--- src/rtl/sev_seg_pkg.sv ---
// ---------------------------------------------------------------------------
// sev_seg_pkg
// Shared constants for the seven-segment scan decoder. The segment patterns
// are active-low and ordered {a,b,c,d,e,f,g}, so bit 6 is segment a and
// bit 0 is segment g.
// ---------------------------------------------------------------------------
package sev_seg_pkg;

    localparam int NUM_DIGITS = 4;

    localparam logic [6:0] SEG_0 = 7'b0000001;
    localparam logic [6:0] SEG_1 = 7'b1001111;
    localparam logic [6:0] SEG_2 = 7'b0010010;
    localparam logic [6:0] SEG_3 = 7'b0000110;
    localparam logic [6:0] SEG_4 = 7'b1001100;
    localparam logic [6:0] SEG_5 = 7'b0100100;
    localparam logic [6:0] SEG_6 = 7'b0100000;
    localparam logic [6:0] SEG_7 = 7'b0001111;
    localparam logic [6:0] SEG_8 = 7'b0000000;
    localparam logic [6:0] SEG_9 = 7'b0000100;
    localparam logic [6:0] SEG_A = 7'b0001000;
    localparam logic [6:0] SEG_B = 7'b1100000;
    localparam logic [6:0] SEG_C = 7'b0110001;
    localparam logic [6:0] SEG_D = 7'b1000010;
    localparam logic [6:0] SEG_E = 7'b0110000;
    localparam logic [6:0] SEG_F = 7'b0111000;

    // All segments dark: a digit slot that is intentionally left blank.
    localparam logic [6:0] SEG_BLANK = 7'b1111111;

endpackage

--- src/rtl/sev_seg_to_hex.sv ---
// ---------------------------------------------------------------------------
// sev_seg_to_hex
// Combinational inverse of the hex-to-segment encoder.
// Ports:
//   pattern  - 7-bit active-low cathode pattern {a..g}
//   nibble   - decoded hex value (0 when the pattern is not a hex glyph)
//   is_hex   - pattern is one of the sixteen hex glyphs
//   is_blank - pattern has every segment dark
// ---------------------------------------------------------------------------
module sev_seg_to_hex
    import sev_seg_pkg::*;
(
    input  logic [6:0] pattern,
    output logic [3:0] nibble,
    output logic       is_hex,
    output logic       is_blank
);

    always_comb begin
        nibble = 4'h0;
        is_hex = 1'b1;
        case (pattern)
            SEG_0:   nibble = 4'h0;
            SEG_1:   nibble = 4'h1;
            SEG_2:   nibble = 4'h2;
            SEG_3:   nibble = 4'h3;
            SEG_4:   nibble = 4'h4;
            SEG_5:   nibble = 4'h5;
            SEG_6:   nibble = 4'h6;
            SEG_7:   nibble = 4'h7;
            SEG_8:   nibble = 4'h8;
            SEG_9:   nibble = 4'h9;
            SEG_A:   nibble = 4'hA;
            SEG_B:   nibble = 4'hB;
            SEG_C:   nibble = 4'hC;
            SEG_D:   nibble = 4'hD;
            SEG_E:   nibble = 4'hE;
            SEG_F:   nibble = 4'hF;
            default: is_hex = 1'b0;
        endcase
    end

    assign is_blank = (pattern == SEG_BLANK);

endmodule

--- src/rtl/sev_seg_scan_decoder.sv ---
// ---------------------------------------------------------------------------
// sev_seg_scan_decoder
// Loop-back monitor for a multiplexed four-digit seven-segment bus. Waits for
// (an, ca) to sit still for SETTLE_CYCLES clocks, then decodes the selected
// digit and reports validity, frame completion and error pulses.
// Ports:
//   clk         - system clock
//   rst_n       - synchronous active-low reset
//   an          - active-low anode strobes, an[i]=0 selects digit i
//   ca          - active-low cathode pattern, ca[6]=seg a .. ca[0]=seg g
//   digits      - recovered nibbles, digit i at digits[4i+3:4i]
//   digit_valid - digit i currently holds a decoded hex value
//   frame_done  - one-cycle pulse once all four digits have been captured
//   seg_err     - one-cycle pulse: captured pattern neither hex nor blank
//   anode_err   - one-cycle pulse: captured anode word has several zeros
// ---------------------------------------------------------------------------
module sev_seg_scan_decoder
    import sev_seg_pkg::*;
#(
    parameter  int SETTLE_CYCLES = 4,
    localparam int CNT_W         = $clog2(SETTLE_CYCLES + 1)
) (
    input  logic                    clk,
    input  logic                    rst_n,
    input  logic [NUM_DIGITS-1:0]   an,
    input  logic [6:0]              ca,
    output logic [4*NUM_DIGITS-1:0] digits,
    output logic [NUM_DIGITS-1:0]   digit_valid,
    output logic                    frame_done,
    output logic                    seg_err,
    output logic                    anode_err
);

    localparam logic [CNT_W-1:0] CNT_SAT     = CNT_W'(SETTLE_CYCLES);
    localparam logic [CNT_W-1:0] CNT_CAPTURE = CNT_W'(SETTLE_CYCLES - 1);

    logic [NUM_DIGITS-1:0] an_q;
    logic [6:0]            ca_q;
    logic [CNT_W-1:0]      cnt;
    logic [NUM_DIGITS-1:0] seen;

    logic [3:0]            nibble;
    logic                  is_hex;
    logic                  is_blank;

    logic                  one_sel;
    logic [1:0]            sel;
    logic [NUM_DIGITS-1:0] sel_mask;
    logic                  capture;

    sev_seg_to_hex u_to_hex (
        .pattern  (ca_q),
        .nibble   (nibble),
        .is_hex   (is_hex),
        .is_blank (is_blank)
    );

    // Anything other than a single zero (including all-ones) leaves one_sel
    // low; the all-ones blanking case is separated out in the capture logic.
    always_comb begin
        one_sel = 1'b1;
        sel     = 2'd0;
        case (an_q)
            4'b1110: sel = 2'd0;
            4'b1101: sel = 2'd1;
            4'b1011: sel = 2'd2;
            4'b0111: sel = 2'd3;
            default: one_sel = 1'b0;
        endcase
        sel_mask = one_sel ? (NUM_DIGITS'(1) << sel) : '0;
    end

    // The counter saturates one above the capture value, so a long dwell
    // produces exactly one capture.
    assign capture = (cnt == CNT_CAPTURE);

    always_ff @(posedge clk) begin
        if (!rst_n) begin
            digits      <= '0;
            digit_valid <= '0;
            frame_done  <= 1'b0;
            seg_err     <= 1'b0;
            anode_err   <= 1'b0;
            seen        <= '0;
            an_q        <= '1;
            ca_q        <= 7'h7F;
            cnt         <= '0;
        end else begin
            frame_done <= 1'b0;
            seg_err    <= 1'b0;
            anode_err  <= 1'b0;

            if ({an, ca} == {an_q, ca_q}) begin
                if (cnt != CNT_SAT) begin
                    cnt <= cnt + CNT_W'(1);
                end
            end else begin
                cnt <= '0;
            end
            an_q <= an;
            ca_q <= ca;

            if (capture && (an_q != '1)) begin
                if (one_sel) begin
                    if (is_hex) begin
                        digits[{sel, 2'b00} +: 4] <= nibble;
                        digit_valid[sel]          <= 1'b1;
                    end else if (is_blank) begin
                        digit_valid[sel] <= 1'b0;
                    end else begin
                        seg_err          <= 1'b1;
                        digit_valid[sel] <= 1'b0;
                    end

                    // Bad patterns do not count towards the frame.
                    if (is_hex || is_blank) begin
                        if ((seen | sel_mask) == '1) begin
                            frame_done <= 1'b1;
                            seen       <= '0;
                        end else begin
                            seen <= seen | sel_mask;
                        end
                    end
                end else begin
                    anode_err <= 1'b1;
                end
            end
        end
    end

endmodule

--- config.mk ---
export PLATFORM = sky130hd
export DESIGN_NAME = sev_seg_scan_decoder
export DESIGN_NICKNAME = d
export VERILOG_FILES = /design/src/rtl/sev_seg_pkg.sv /design/src/rtl/sev_seg_to_hex.sv /design/src/rtl/sev_seg_scan_decoder.sv
export SDC_FILE = /design/constraint.sdc
export NUM_CORES = 1
export LEC_CHECK = 0
export ABC_AREA = 1
export ABC_CLOCK_PERIOD_IN_PS = 1600
export CORE_ASPECT_RATIO = 0.6
export CORE_UTILIZATION = 45
export CTS_BUF_LIST = sky130_fd_sc_hd__clkbuf_8
export CTS_CLUSTER_DIAMETER = 50
export CTS_CLUSTER_SIZE = 28
export DETAILED_ROUTE_END_ITERATION = 10
export HOLD_SLACK_MARGIN = 0.1
export PLACE_DENSITY = 0.81
export SLEW_MARGIN = 20
export SYNTH_ARGS = -nofsm -noshare
export SYNTH_HDL_FRONTEND = slang
export SYNTH_SLANG_ARGS = --single-unit
--- constraint.sdc ---
create_clock -name clk -period 1.6 [get_ports clk]
set_input_delay 0.24 -clock clk [delete_from_list [all_inputs] [get_ports clk]]
set_output_delay 0.24 -clock clk [all_outputs]
set_load 0.02 [all_outputs]
==> out/metrics.cfg, run 1 <==
[run_status]
status=finished, violations left
violations=negative setup slack

[pwr]
sw_frac_of_total_pct=29.7
ir_worst_vdd_uv=391
total_power_mw=2.35
p_seq_share_pct=45.0
clkPwrFrac_pct=32.6
pwr_density_cell_nw_per_um2=588
p_sw_mw=0.698
internal_power_mw=1.65
leakage_nw=1.89
p_comb_share_pct=22.4

[finish]
final_common_cell=nand2_1
mostFrequentLayoutCells=87 x nand2_1, 54 x buf_4, 43 x inv_1, 38 x nor2_1, 35 x clkdlybuf4s50_1
n_fill_cell=415
num-nets-final=514
drive_above_1_share_pct=42.0
n_antenna_cell=0
syn_to_final_growth_pct=50.9
layout.cells.non_filler=573

[global_route]
grt_pass1_vias=2540
grt_util_met3_pct=5.68
grt_pass1_wl_um=12100
antenna_found_initial=0
met1_usage_pct=37.3
grt_max_degree=15
overflow=0
gr-max-usage-layer=met2
grt_usage_pct=25.9
met2_usage_pct=39.7

[drt]
drtIter0Drc=354
viasPerCell=5.19
drtAntennaViolNets=0
routedWlPerCell_um=14.7
dr.pass1.iters=5
vias=2972
drc=0
drt_wl_total_um=8420

[cts]
cts.sinks=41
postCtsHoldBufs=0
cts_root_buffer=clkbuf_8
htree_levels=2
cts_buffers=5
clkTransAtPathRegs_ns=0.08
clock_latency_ns=0.30
cts_tree=done
clk_path_buf_depth=2

[floorplanning]
dieArea_um2=6200
initial_core_util_pct=47.1
die_y_um=61.4
rows=21
io_pins=36
fp.dieW_um=101
fp.coreArea_um2=5620

[timing]
post-route-period-util_pct=106
fmax_mhz=589
finClkSkew_ns=0.00520
layout_setup_ws_ns=-0.0991
tightest_slew_ns=0.335
finalHoldViolations=0
drv_slew=0
setup_viol=20
rsz0062_at_grt=yes
timing.final.crit_period_ns=1.70
slew_headroom_pct=77.5

[setup_path]
arrival_ns=1.90
cp_slowest_cell=dfxtp_2
path_max_fanout=6
rrSetupSlack_ns=-0.1
cp_num_cells=12
r2r_cells=12
path_cells=inv_2 > nand2_4 > nor2_4 > nand2_2 > nand2_1 > nor2_2 > nand2_4 > nor2_8 > nor2_4 > nand3_1 > nand2_1 > nor2_2
critPathTopFamily=simple AND/OR/NAND/NOR gates
startpoint_type=flip-flop
slowest_delay_ns=0.35
worst_ep_required_time_ns=1.80
worstSetupPathType=reg2reg
path_buf_inv=1
worst_setup_path_end_kind=flip-flop

[synthesis]
yosysSeqAreaShare_pct=31.0
synth-edff-count=0
yosysTopAreaCell=dfxtp_1
synthFlopType=dfxtp_1
yosys_warnings=0
yosys.area.top_type_share_pct=31.0
postSynth.asyncResetShare_pct=0
synth.net_count=419
ys_top_cells_by_area=dfxtp_1 31%, nand2_1 15%, inv_1 7.5%, nor2_1 7.5%, nand3_1 5.3%
ys_ff_latch=41
synth.avg_cell_area_um2=6.67
synth_cell_types=30
syn_inst=397
syn_area_um2=2650

[placement]
place_congestion=0.943
dp_hpwl_um=5440
io_buffers=35
place_inst=549

[hold_path]
hold_class=reg2reg
whs_path_depth=2

[run]
drv_cap=0

==> power groups by stage <==
| stage | Clock [mW] | Combinational (mW) | Sequential, mW |
|---|---|---|---|
| 2_1_floorplan | 0 | 0.206 | 1.08 |
| 4_1_cts | 0.771 | 0.451 | 1.06 |
| 5_1_grt | 0.829 | 0.559 | 1.06 |
| 6_report | 0.765 | 0.526 | 1.06 |
| 3_3_place_gp | 0 | 0.368 | 1.08 |
| 3_5_place_dp | 0 | 0.373 | 1.08 |
==> routing by layer <==
layer / wire length (um) / vias to the layer above
li1: - / 1428
met1: 3780 / 1375
met2: 3680 / 147
met3: 784 / 22
met4: 172 / 0
met5: 0 / -
==> logic make-up after synthesis <==
group	share of synthesized area [%]
and+or+nand+nor	46.7
DFF	31.0
AOI/OAI and AO/OA	6.62
adders and majority gates	4.26
xor gates and xnor gates	0.993
buffers and inverters	10.4
==> final timing paths <==
path	endpoint	startpoint
worst min-delay path	flip-flop	flip-flop
worst max-delay path	digits[10]$_SDFFE_PN0P_	ca_q[5]$_SDFF_PN1_
worst max register to register	digits[10]$_SDFFE_PN0P_	ca_q[5]$_SDFF_PN1_
worst min register to register	flip-flop	flip-flop
==> per-stage QoR <==
step	area [um2]	setup TNS, ns	hold slack, ns	util, %	setup slack, ns
floorplan	2670	-0.00711	0.336	-	-0.00178
global placement	3400	-2.64	0.469	60.4	-0.198
detailed placement	3400	-3.57	0.461	60.4	-0.234
CTS	3770	-0.197	0.472	67.1	-0.0372
global route	3990	-3.20	0.496	71.0	-0.180
finish	3990	-1.04	0.476	71.0	-0.0991
==> sequential cells by signal (all words and copies together), names as in the netlist, named ones only <==
register    cells
seg_err         1
cnt             3
anode_err       1
an_q            4
seen            4
digits         16
frame_done      1
ca_q            7
==> synthesized netlist by cell type (5+ instances only) <==
cell type and count:
nor3_1 9, o21ai_0 6, a21oi_1 8, nor2_1 53, inv_2 10, o22ai_1 7, nand2_2 14, nor2_2 7
ha_1 9, inv_1 53, nand2_4 5, nand3_2 5, nor2_4 9, dfxtp_1 41, nand2_1 107, nand3_1 28
==> timing repair <==
action                     CTS  global route
setup endpoints to repair   25            26
gates resized for setup     66            50
cloned                       1             0
setup buffers                8             7
pin swaps                   19            20
==> cell type report <==
class | instances | area [um2] | area share, %
Multi-Input combinational cell | 289 | 1900 | 47.6
Sequential cell | 41 | 855 | 21.4
Timing Repair Buffer | 92 | 790 | 19.8
Inverter | 63 | 246 | 6.17
Tap cell | 80 | 100 | 2.51
Clock buffer | 7 | 96.3 | 2.41
Clock inverter | 1 | 5.00 | 0.125
==> worst register-to-register path: stages, from the launching register on <==
cell     delay (ns)
dfxtp_2        0.35
inv_2          0.10
nand2_4        0.07
nor2_4         0.23
nand2_2        0.11
nand2_1        0.14
nor2_2         0.07
nand2_4        0.11
nor2_8         0.07
nor2_4         0.12
nand3_1        0.09
nand2_1        0.11
nor2_2         0.04
(Power assumes the default switching activity.)
==> inputs of run 2 (changes only) <==
--- a/config.mk
+++ b/config.mk
@@ -11,8 +11,9 @@
 export CORE_UTILIZATION = 45
 export CTS_BUF_LIST = sky130_fd_sc_hd__clkbuf_8
 export CTS_CLUSTER_DIAMETER = 50
-export CTS_CLUSTER_SIZE = 28
+export CTS_CLUSTER_SIZE = 16
 export DETAILED_ROUTE_END_ITERATION = 10
+export GPL_ROUTABILITY_DRIVEN = 1
 export HOLD_SLACK_MARGIN = 0.1
 export PLACE_DENSITY = 0.81
 export SLEW_MARGIN = 20
==> results of run 2 <==
No change in the layout: final DEF, timing and power equal those of run 1.
==> inputs of run 3 (changes only) <==
--- a/config.mk
+++ b/config.mk
@@ -8,14 +8,14 @@
 export ABC_AREA = 1
 export ABC_CLOCK_PERIOD_IN_PS = 1600
 export CORE_ASPECT_RATIO = 0.6
-export CORE_UTILIZATION = 45
+export CORE_UTILIZATION = 51
 export CTS_BUF_LIST = sky130_fd_sc_hd__clkbuf_8
 export CTS_CLUSTER_DIAMETER = 50
 export CTS_CLUSTER_SIZE = 16
 export DETAILED_ROUTE_END_ITERATION = 10
 export GPL_ROUTABILITY_DRIVEN = 1
 export HOLD_SLACK_MARGIN = 0.1
-export PLACE_DENSITY = 0.81
+export PLACE_DENSITY = 0.9
 export SLEW_MARGIN = 20
 export SYNTH_ARGS = -nofsm -noshare
 export SYNTH_HDL_FRONTEND = slang
==> out/metrics.cfg, run 3 (synthesis gave the netlist of run 1 again) <==
[hold_path]
hold_class=reg2reg  ; unchanged

[setup_path]
rrSetupSlack_ns=-0.38  ; was -0.1 ns
arrival_ns=2.23  ; was 1.90 ns
path_max_fanout=5  ; was 6
r2r_cells=12  ; unchanged
worstSetupPathType=reg2reg  ; unchanged
path_cells=inv_2 > nand2_1 > nor2_1 > nand2_4 > nand2_2 > nor2_4 > nand3_4 > buf_12 > nand3_4 > nand2_2 > nand2_1 > nor2_1  ; was inv_2 > nand2_4 > nor2_4 > nand2_2 > nand2_1 > nor2_2 > nand2_4 > nor2_8 > nor2_4 > nand3_1 > nand2_1 > nor2_2
worst_setup_path_end_kind=flip-flop  ; unchanged
regToRegEndpoint=digits[1]$_SDFFE_PN0P_  ; was digits[10]$_SDFFE_PN0P_
cp-startpoint=ca_q[3]$_SDFF_PN1_  ; was ca_q[5]$_SDFF_PN1_
r2r_start=ca_q[3]$_SDFF_PN1_  ; was ca_q[5]$_SDFF_PN1_
cp_slowest_cell=dfxtp_4  ; was dfxtp_2
startpoint_type=flip-flop  ; unchanged
endpoint=digits[1]$_SDFFE_PN0P_  ; was digits[10]$_SDFFE_PN0P_
worst_ep_required_time_ns=1.85  ; was 1.80 ns
slowest_delay_ns=0.38  ; was 0.35 ns

[pwr]
leakage_nw=2.00  ; was 1.89 nW
ir_worst_vdd_uv=621  ; was 391 uV
pwr_density_cell_nw_per_um2=616  ; was 588 nW/um2
total_power_mw=2.58  ; was 2.35 mW

[global_route]
grt_max_degree=15  ; unchanged
grt_usage_pct=36.4  ; was 25.9%
antenna_found_initial=0  ; unchanged
grt_pass1_wl_um=15000  ; was 12100 um
overflow=0  ; unchanged
grt_pass1_vias=3099  ; was 2540

[finish]
syn_to_final_growth_pct=58.3  ; was 50.9%
stdcell_area_um2=4190  ; was 3990 um2
n_antenna_cell=0  ; unchanged
mostFrequentLayoutCells=73 x nand2_1, 62 x buf_4, 41 x inv_1, 38 x nand2_2, 35 x clkdlybuf4s50_1  ; was 87 x nand2_1, 54 x buf_4, 43 x inv_1, 38 x nor2_1, 35 x clkdlybuf4s50_1
top_register=digits  ; unchanged
drive_above_1_share_pct=47.3  ; was 42.0%
num-nets-final=526  ; was 514
utilization_pct=87.6  ; was 71.0%
layout.cells.non_filler=568  ; was 573
reg_top3=digits: 16 flops, ca_q: 7 flops  ; unchanged
largest_reg_flops=16  ; unchanged
final_common_cell=nand2_1  ; unchanged
n_fill_cell=212  ; was 415

[run_status]
violations=negative setup slack  ; unchanged
status=finished, violations left  ; unchanged

[cts]
postCtsHoldBufs=0  ; unchanged
clock_latency_ns=0.32  ; was 0.30 ns
clkTransAtPathRegs_ns=0.09  ; was 0.08 ns
cts_tree=done  ; unchanged
htree_levels=2  ; unchanged
clk_path_buf_depth=2  ; unchanged
cts_buffers=5  ; unchanged
cts.sinks=41  ; unchanged
cts_root_buffer=clkbuf_8  ; unchanged

[timing]
finalHoldViolations=0  ; unchanged
rsz0062_at_grt=yes  ; unchanged
timing.final.crit_period_ns=1.98  ; was 1.70 ns
slew_headroom_pct=63.6  ; was 77.5%
setup_viol=26  ; was 20
fmax_mhz=505  ; was 589 MHz
finClkSkew_ns=0.00448  ; was 0.00520 ns
post-route-period-util_pct=124  ; was 106%
tightest_slew_ns=0.540  ; was 0.335 ns
fin_hold_ws_ns=0.478  ; was 0.476 ns
drv_slew=0  ; unchanged
layout_setup_ws_ns=-0.381  ; was -0.0991 ns

[floorplanning]
initial_core_util_pct=55.4  ; was 47.1%
fp.coreArea_um2=4780  ; was 5620 um2
io_pins=36  ; unchanged
fp.dieW_um=95.0  ; was 101 um
dieArea_um2=5490  ; was 6200 um2
rows=19  ; was 21
die_y_um=57.8  ; was 61.4 um

[placement]
place_inst=534  ; was 549
place_congestion=0.986  ; was 0.943
place_area_um2=3390  ; was 3400 um2
dp_hpwl_um=5750  ; was 5440 um
io_buffers=35  ; unchanged

[run]
drv_cap=0  ; unchanged

[drt]
dr.pass1.iters=8  ; was 5
drtIter0Drc=671  ; was 354
vias=3553  ; was 2972
drc=0  ; unchanged
routedWlPerCell_um=21.8  ; was 14.7 um
drtAntennaViolNets=0  ; unchanged
drt_wl_total_um=12400  ; was 8420 um
viasPerCell=6.26  ; was 5.19

## run 3: changes by cell type in the layout (fill, tap and decap cells not counted), sizes merged
| cell | before | now |
|---|---|---|
| buf | 57 | 69 |
| bufinv | 0 | 1 |
| clkbuf | 7 | 5 |
| clkinvlp | 0 | 1 |
## run 3: cell type report
| class | count | area [um2] | area share [%] |
|---|---|---|---|
| sequential | 41 | 861 | 20.6 |
| clock inverter | 3 | 46.3 | 1.11 |
| multi-input combinational | 289 | 1970 | 46.9 |
| clock buffer | 5 | 68.8 | 1.64 |
| timing repair buffer | 104 | 903 | 21.6 |
| tap | 63 | 78.8 | 1.88 |
| inverter | 63 | 264 | 6.30 |
## run 3: worst min path at each step
stage / depth (start not counted) / start / end / slack, ns
4_1_cts: 2 / digits[14]$_SDFFE_PN0P_ / digits[14]$_SDFFE_PN0P_ / 0.48
3_5_place_dp: 2 / digits[14]$_SDFFE_PN0P_ / digits[14]$_SDFFE_PN0P_ / 0.47
6_report: 2 / digits[13]$_SDFFE_PN0P_ / digits[13]$_SDFFE_PN0P_ / 0.48
3_3_place_gp: 2 / digits[14]$_SDFFE_PN0P_ / digits[14]$_SDFFE_PN0P_ / 0.47
5_1_grt: 2 / digits[13]$_SDFFE_PN0P_ / digits[13]$_SDFFE_PN0P_ / 0.50
2_1_floorplan: 2 / an[0] / an_q[0]$_SDFF_PN1_ / 0.34
## run 3: stage by stage
| stage | TNS [ns] | setup WS, ns |
|---|---|---|
| floorplan | -0.00711 | -0.00178 |
| global placement | -1.13 | -0.0848 |
| detailed placement | -1.87 | -0.185 |
| CTS | -0.200 | -0.0455 |
| global route | -7.86 | -0.411 |
| finish | -7.16 | -0.381 |
## run 3: metal layers
layer	up-vias	GRT usage, %	wire [um]
met1	1606	49.3	4480
met2	365	55.9	5010
li1	1448	-	-
met3	134	9.58	1840
met5	-	0	0
met4	0	13.9	1030
## run 3: timing repair
item | CTS | global route
endpoints found under the setup margin | 24 | 25
pin swaps | 28 | 44
endpoints found under the hold margin | 0 | 0
resized for setup | 93 | 60
buffers inserted | 8 | 18
gates cloned | 1 | 0
## run 3: worst max-delay path: cells and delay by family (launching register included)
family                 cells  cell delay [ns]
and+or+nand+nor           10             1.27
buffers and inverters      2             0.25
DFF                        1             0.38
## run 3: report_power, final
part           switching (mW)  internal [mW]  leakage [nW]  total, mW
Sequential             0.0360           1.03         0.335       1.06
Combinational           0.360          0.244          1.61      0.604
Clock                   0.441          0.468        0.0543      0.909
